<file path="config.mk">
export PLATFORM = sky130hd
export DESIGN_NAME = mant_mult_seq
export DESIGN_NICKNAME = d
export VERILOG_FILES = /design/src/rtl/fp_mul_pkg.sv /design/src/rtl/mant_mult_seq.sv
export SDC_FILE = /design/constraint.sdc
export NUM_CORES = 1
export LEC_CHECK = 0
export BUFFER_PORTS_ARGS = -buffer_cell sky130_fd_sc_hd__buf_2
export CORE_MARGIN = 5
export CORE_UTILIZATION = 59
export DETAILED_ROUTE_END_ITERATION = 10
export PLACE_DENSITY = 0.86
export SYNTH_ARGS = -nofsm -noshare
export SYNTH_HDL_FRONTEND = slang
export SYNTH_SLANG_ARGS = --single-unit
export TNS_END_PERCENT = 20
</file>
<file path="constraint.sdc">
create_clock -name in_clk -period 3.5 [get_ports in_clk]
set_input_delay 0.35 -clock in_clk [delete_from_list [all_inputs] [get_ports in_clk]]
set_output_delay 0.35 -clock in_clk [all_outputs]
set_load 0.01 [all_outputs]
</file>
<file path="src/rtl/fp_mul_pkg.sv">
// Shared definitions for the FP multiplier family: default mantissa/product
// widths and the sequential multiplier state type.
package fp_mul_pkg;

  localparam int MANT_W_DEF = 24;
  localparam int PROD_W_DEF = 2 * MANT_W_DEF;

  typedef enum logic [1:0] {
    IDLE = 2'd0,
    RUN  = 2'd1,
    DONE = 2'd2
  } state_e;

endpackage

</file>
<file path="src/rtl/mant_mult_seq.sv">
// Sequential shift-and-add mantissa multiplier, one multiplier bit per cycle.
// Optional macro MANT_MULT_EARLY_TERM_EN ends the run once no multiplier bits remain.
module mant_mult_seq
  import fp_mul_pkg::*;
#(
  parameter int MANT_W = MANT_W_DEF,
  parameter int PROD_W = 2 * MANT_W
) (
  input  logic              in_clk,
  input  logic              in_rst_n,
  input  logic              in_start_valid,
  output logic              out_start_ready,
  input  logic [MANT_W-1:0] in_multiplicand,
  input  logic [MANT_W-1:0] in_multiplier,
  input  logic              in_flush,
  output logic              out_result_valid,
  input  logic              in_result_ready,
  output logic [PROD_W-1:0] out_product,
  output logic              out_busy,
  output state_e            out_dbg_state
);

  localparam int CNT_W = $clog2(MANT_W + 1);

  state_e            state_q, state_d;
  logic [PROD_W-1:0] mcand_q, mcand_d;
  logic [MANT_W-1:0] mplier_q, mplier_d;
  logic [PROD_W-1:0] acc_q, acc_d;
  logic [CNT_W-1:0]  cnt_q, cnt_d;
  logic              ready_q, ready_d;
  logic              valid_q, valid_d;
  logic              busy_q, busy_d;

  always_comb begin
    state_d  = state_q;
    mcand_d  = mcand_q;
    mplier_d = mplier_q;
    acc_d    = acc_q;
    cnt_d    = cnt_q;

    case (state_q)
      IDLE: begin
        if (in_start_valid) begin
          mcand_d  = {{(PROD_W-MANT_W){1'b0}}, in_multiplicand};
          mplier_d = in_multiplier;
          acc_d    = '0;
          cnt_d    = '0;
          state_d  = RUN;
        end
      end
      RUN: begin
        if (mplier_q[0]) begin
          acc_d = acc_q + mcand_q;
        end
        mcand_d  = mcand_q << 1;
        mplier_d = mplier_q >> 1;
        cnt_d    = cnt_q + CNT_W'(1);
        if (cnt_q == CNT_W'(MANT_W - 1)) begin
          state_d = DONE;
        end
`ifdef MANT_MULT_EARLY_TERM_EN
        // Remaining multiplier bits are all zero: the accumulator is final.
        if (mplier_d == '0) begin
          state_d = DONE;
        end
`endif
      end
      DONE: begin
        if (in_result_ready) begin
          state_d = IDLE;
        end
      end
      default: state_d = IDLE;
    endcase

    // Flush outranks both handshakes; leftover datapath contents are dead.
    if (in_flush) begin
      state_d = IDLE;
    end

    ready_d = (state_d == IDLE);
    valid_d = (state_d == DONE);
    busy_d  = (state_d != IDLE);
  end

  always_ff @(posedge in_clk or negedge in_rst_n) begin
    if (!in_rst_n) begin
      state_q  <= IDLE;
      mcand_q  <= '0;
      mplier_q <= '0;
      acc_q    <= '0;
      cnt_q    <= '0;
      ready_q  <= 1'b1;
      valid_q  <= 1'b0;
      busy_q   <= 1'b0;
    end else begin
      state_q  <= state_d;
      mcand_q  <= mcand_d;
      mplier_q <= mplier_d;
      acc_q    <= acc_d;
      cnt_q    <= cnt_d;
      ready_q  <= ready_d;
      valid_q  <= valid_d;
      busy_q   <= busy_d;
    end
  end

  assign out_start_ready  = ready_q;
  assign out_result_valid = valid_q;
  assign out_busy         = busy_q;
  assign out_product      = acc_q;
  assign out_dbg_state    = state_q;

endmodule

</file>
# ---- Word-level counts from Yosys, hierarchy flattened
# Cells that the tools add are included.
dict set report word_totals {
  regBits 130
  latch_bits 0
  mem_bits_rw 0
  rom_bits 0
  input_bits 53
  out_inout_bits 53
  elab_cells 36
  n_memories 0
}
dict set report classes {
  addsub 2
  mul 0
  n_div 0
  n_lt_le_gt_ge 0
  n_eq_ne 6
  shifts 0
  mux 14
  bitwise_logic 0
  reduce_logical 6
}
# operator count
set ops {}
lappend ops {{48-bit case mux with 2 select lines} 2}
lappend ops {{48-bit two-way mux} 3}
lappend ops {{48-bit adder} 1}
lappend ops {{24-bit case mux with 2 select lines} 1}
lappend ops {{24-bit two-way mux} 1}
lappend ops {{5-bit case mux with 2 select lines} 1}
lappend ops {{2-bit two-way mux} 4}
lappend ops {{2-bit case mux with 3 select lines} 1}
lappend ops {{5-bit by 1-bit adder with 5-bit output, second input constant} 1}
lappend ops {{5-bit equality test, second input constant} 1}
lappend ops {{5-bit two-way mux} 1}
lappend ops {{2-bit equality test, second input constant} 2}
lappend ops {{2-bit zero test} 2}
lappend ops {{2-bit != test, second input constant} 2}
lappend ops {{2-bit nonzero test} 2}
lappend ops {{3-bit AND reduction} 1}
lappend ops {{2-bit by 1-bit equality test with 1-bit output, second input constant} 1}
lappend ops {{2-bit AND reduction} 1}

# ---- Logic depth before layout (Yosys ltp)
dict set report depth {
  ltp_word 5
  depth_mapped 11
  mapped_depth_nobuf 11
}

# ---- Worst setup path before layout
# No wires, ideal clock.
dict set report synth_timing {
  kind {flip-flop to flip-flop}
  start {reg acc_q[0] (netlist: out_product[0])}
  end {reg acc_q[36] (netlist: out_product[36])}
  arrival_ns 2.613
  path_slack_ns 0.753
  stages_incl_launch_ff 12
  path_buffers 0
  path_cell_list {dfrtp_1 -> ha_1 -> fa_1 -> a211oi_2 -> o21ai_1 -> a21oi_2 -> o21bai_1 -> a31o_2 -> a21bo_2 -> a41oi_1 -> xor2_1 -> o21ai_0}
}
dict set report synth_between {
  elab_chain_len 3
}
# element line_no
set synth_rtl {}
lappend synth_rtl {{start: declaration} mant_mult_seq.sv:28} ;# logic [PROD_W-1:0] acc_q, acc_d;
lappend synth_rtl {{start signal: assignment} mant_mult_seq.sv:91} ;# acc_q <= '0;
lappend synth_rtl {{start signal: assignment} mant_mult_seq.sv:100} ;# acc_q <= acc_d;
lappend synth_rtl {{48-bit adder} mant_mult_seq.sv:53} ;# acc_d = acc_q + mcand_q;
lappend synth_rtl {{48-bit two-way mux} mant_mult_seq.sv:52} ;# if (mplier_q[0]) begin
lappend synth_rtl {{48-bit case mux with 2 select lines} mant_mult_seq.sv:41} ;# case (state_q)
# No other way between the ends. The select of a mux whose other input is x is not followed.
# A chain may end at the register's enable or synchronous reset.

# ---- Worst setup path after layout
dict set report layout_timing {
  start {reg acc_q[0] (netlist: out_product[0])}
  end {reg acc_q[44] (netlist: out_product[44])}
}
# Same word-level chain as after synthesis.

==> results.json <==
{
  "outcome": "complete, no violations",
  "path_max_fanout": 5,
  "met1Wirelength_um": 9350,
  "arrival_ns": 3.28,
  "dieArea_sq_mm": 0.0162,
  "hold_end": "out_result_valid",
  "synth_edf_count": 0,
  "post_cts_buffers": 0,
  "vdd_drop_max_mv": 0.375,
  "final_common_cell": "dfrtp_1",
  "ys_warn_count": 0,
  "timing.rr.start": "out_product[0]",
  "skew_ns": 0.0101,
  "reg2reg_to": "out_product[44]",
  "layout.nets": 1090,
  "postLayoutCellArea_sq_mm": 0.00930,
  "dp.cells": 1144,
  "highest_layer": "met4",
  "io_pins": 106,
  "rsz0062_at_grt": "no",
  "avgSynthCellArea_sq_um": 8.91,
  "ctsResizeCount": 0,
  "setup_viol": 0,
  "wl_met3_um": 1090,
  "whs_ns": 0.125,
  "reg2reg_depth": 11,
  "power_mw": 4.48,
  "n_fill_cell": 1080,
  "fmaxAchievable_mhz": 334,
  "grt_max_degree": 60,
  "drt_iter0_drc": 656,
  "cts_buffer_depth": 2,
  "dieHeight_um": 127,
  "dr_wl_met2_um": 10700,
  "synth_cell_types": 68,
  "wl_per_cell_um": 18.3,
  "cts_hold_buf": 1,
  "timing.final.crit_share_pct": 85.5,
  "routed_wl_um": 21500,
  "root_buffer": "clkbuf_16",
  "vias": 7347,
  "drc": 0,
  "period_minus_slack_ns": 2.99,
  "hold_depth": 2,
  "grt_pass1_wl_um": 35500,
  "crit_type": "register to register",
  "layout_common_cells": "dfrtp_1 (128), o21ai_0 (116), a21oi_1 (105), buf_2 (104), nand2_1 (89)",
  "slew_viol_final": 0,
  "clk_pin_slew_ns": 0.06,
  "async_flop_share_pct": 100,
  "syn_inst": 910,
  "pre_cts_slack_ns": 0.536,
  "min_from": "in_flush",
  "place_area_sq_mm": 0.00874,
  "grt.total_usage_pct": 26.9,
  "hold_violations": 0,
  "cp.required_ns": 3.79,
  "fin_setup_tns_ns": 0,
  "dr.pass1.iters": 5,
  "instances_no_fill": 1176,
  "grt-ovfl-total": 0,
  "start_util_pct": 60.7,
  "area_growth_pct": 14.7,
  "max_slew_margin_pct": 25.0,
  "powerDensity_mw_per_mm2": 482,
  "core_sq_mm": 0.0133,
  "drtAntennaViolNets": 0,
  "place.gp.congestion": 0.916,
  "startpoint_type": "register",
  "via_per_inst": 6.25,
  "cts_tree": "built",
  "seq_area_frac_synth_pct": 40.2,
  "synth_seq_cells": 130,
  "io_buffers": 105,
  "worst-slew-pin-transition_ns": 1.12,
  "hold_path_class": "primary input to register",
  "clock-sinks": 130,
  "layout-drive-gt1-share_pct": 17.1,
  "power_leakage_nw": 4.44,
  "synthesis.nets": 1012,
  "synth_ff_type": "dfrtp_1",
  "dpl.hpwl_um": 14900,
  "utilization_pct": 69.7,
  "end_kind": "register",
  "diodes": 0,
  "grt_antenna_before_repair": 0,
  "htree_levels": 4,
  "grt_pass1_vias": 7197,
  "synth_area_sq_mm": 0.00810,
  "maxCapViolations": 0,
  "num_rows": 42,
  "clk_latency_ns": 0.43,
  "fin_ws_ns": 0.507,
  "die_x_um": 127,
  "regToRegSetupSlack_ns": 0.51,
  "numCtsBuffers": 17
}
worst max-delay path by stage:
| stage | from | end | slack (ns) | cells after the start |
|---|---|---|---|---|
| 4_1_cts | out_product[0] | out_product[44] | 0.51 | 11 |
| 3_5_place_dp | out_product[0] | out_product[44] | 0.54 | 11 |
| 6_report | out_product[0] | out_product[44] | 0.51 | 11 |
| 3_3_place_gp | out_product[0] | out_product[44] | 0.63 | 11 |
| 5_1_grt | out_product[0] | out_product[44] | 0.29 | 11 |
| 2_1_floorplan | out_product[0] | out_product[36] | 0.75 | 11 |
sequential cells by signal (all words and copies together), names as in the netlist:
signal            cells
out_dbg_state         2
mcand_q              48
out_start_ready       1
mplier_q             24
out_result_valid      1
out_product          48
cnt_q                 5
out_busy              1
final cells by class:
class	instances	area, sq um	share of cell area [%]
timing repair buffer	117	633	6.81
sequential	130	3260	35.0
clock inverter	10	86.3	0.929
inverter	13	48.8	0.525
multi-input combinational	709	4590	49.4
tap	176	220	2.37
clock buffer	21	460	4.95
cell families after synthesis:
group | count (synthesis) | share of synthesized area, %
XOR/XNOR | 41 | 4.43
AO/OA/AOI/OAI | 382 | 29.4
adder cells (fa/ha/maj) | 49 | 7.66
AND/OR/NAND/NOR | 236 | 14.9
buffers and inverters | 71 | 3.40
multiplexers | 1 | 0.124
flip-flops | 130 | 40.2
worst max-delay path: stages, from the launching register on:
cell and delay [ns]:
dfrtp_1 0.41, ha_1 0.24, fa_1 0.44, a211oi_2 0.28, o21ai_1 0.13, a21oi_2 0.22
o21ai_2 0.10, a21oi_2 0.33, o311ai_0 0.26, a31oi_1 0.22, xor2_1 0.16, o21ai_0 0.08
per-layer routing:
metal	up-vias	track usage, %
met3	33	5.80
met5	-	0
met2	251	44.6
met1	3584	35.3
li1	3479	-
met4	0	8.77
where the power goes:
group	internal (mW)	total [mW]	switching, mW	leakage, nW
Clock	1.00	1.66	0.657	0.264
Sequential	1.65	1.79	0.145	1.72
Combinational	0.402	1.03	0.627	2.45
cells in the mapped netlist, types with 2 or more instances:
master	number	area share [%]
o21ai_1	3	0.19
nand3_1	17	1.0
o21ai_0	116	7.2
a22oi_1	47	4.4
nand2b_1	3	0.23
and2_1	4	0.31
nor2_1	26	1.2
a211oi_1	5	0.46
or2_2	3	0.23
o211ai_1	2	0.19
buf_1	2	0.093
a41oi_1	2	0.22
nor3_1	8	0.49
a211o_1	2	0.22
nand4_1	13	1.0
ha_1	48	7.4
a21oi_1	105	6.5
a31o_2	2	0.22
o21bai_1	11	1.0
a21o_1	30	2.8
a31oi_1	7	0.54
o22ai_1	2	0.15
o21ai_2	2	0.22
nor2b_1	52	4.0
clkbuf_1	49	2.3
and3_1	5	0.39
xnor2_1	22	2.4
o21a_1	3	0.28
buf_2	6	0.37
nor3b_1	2	0.19
dfrtp_1	129	40
a21oi_2	3	0.32
a22o_1	26	2.8
xor2_1	19	2.1
inv_1	13	0.60
nand2_1	89	4.1
No activity file was read; power rests on OpenSTA's default activity.
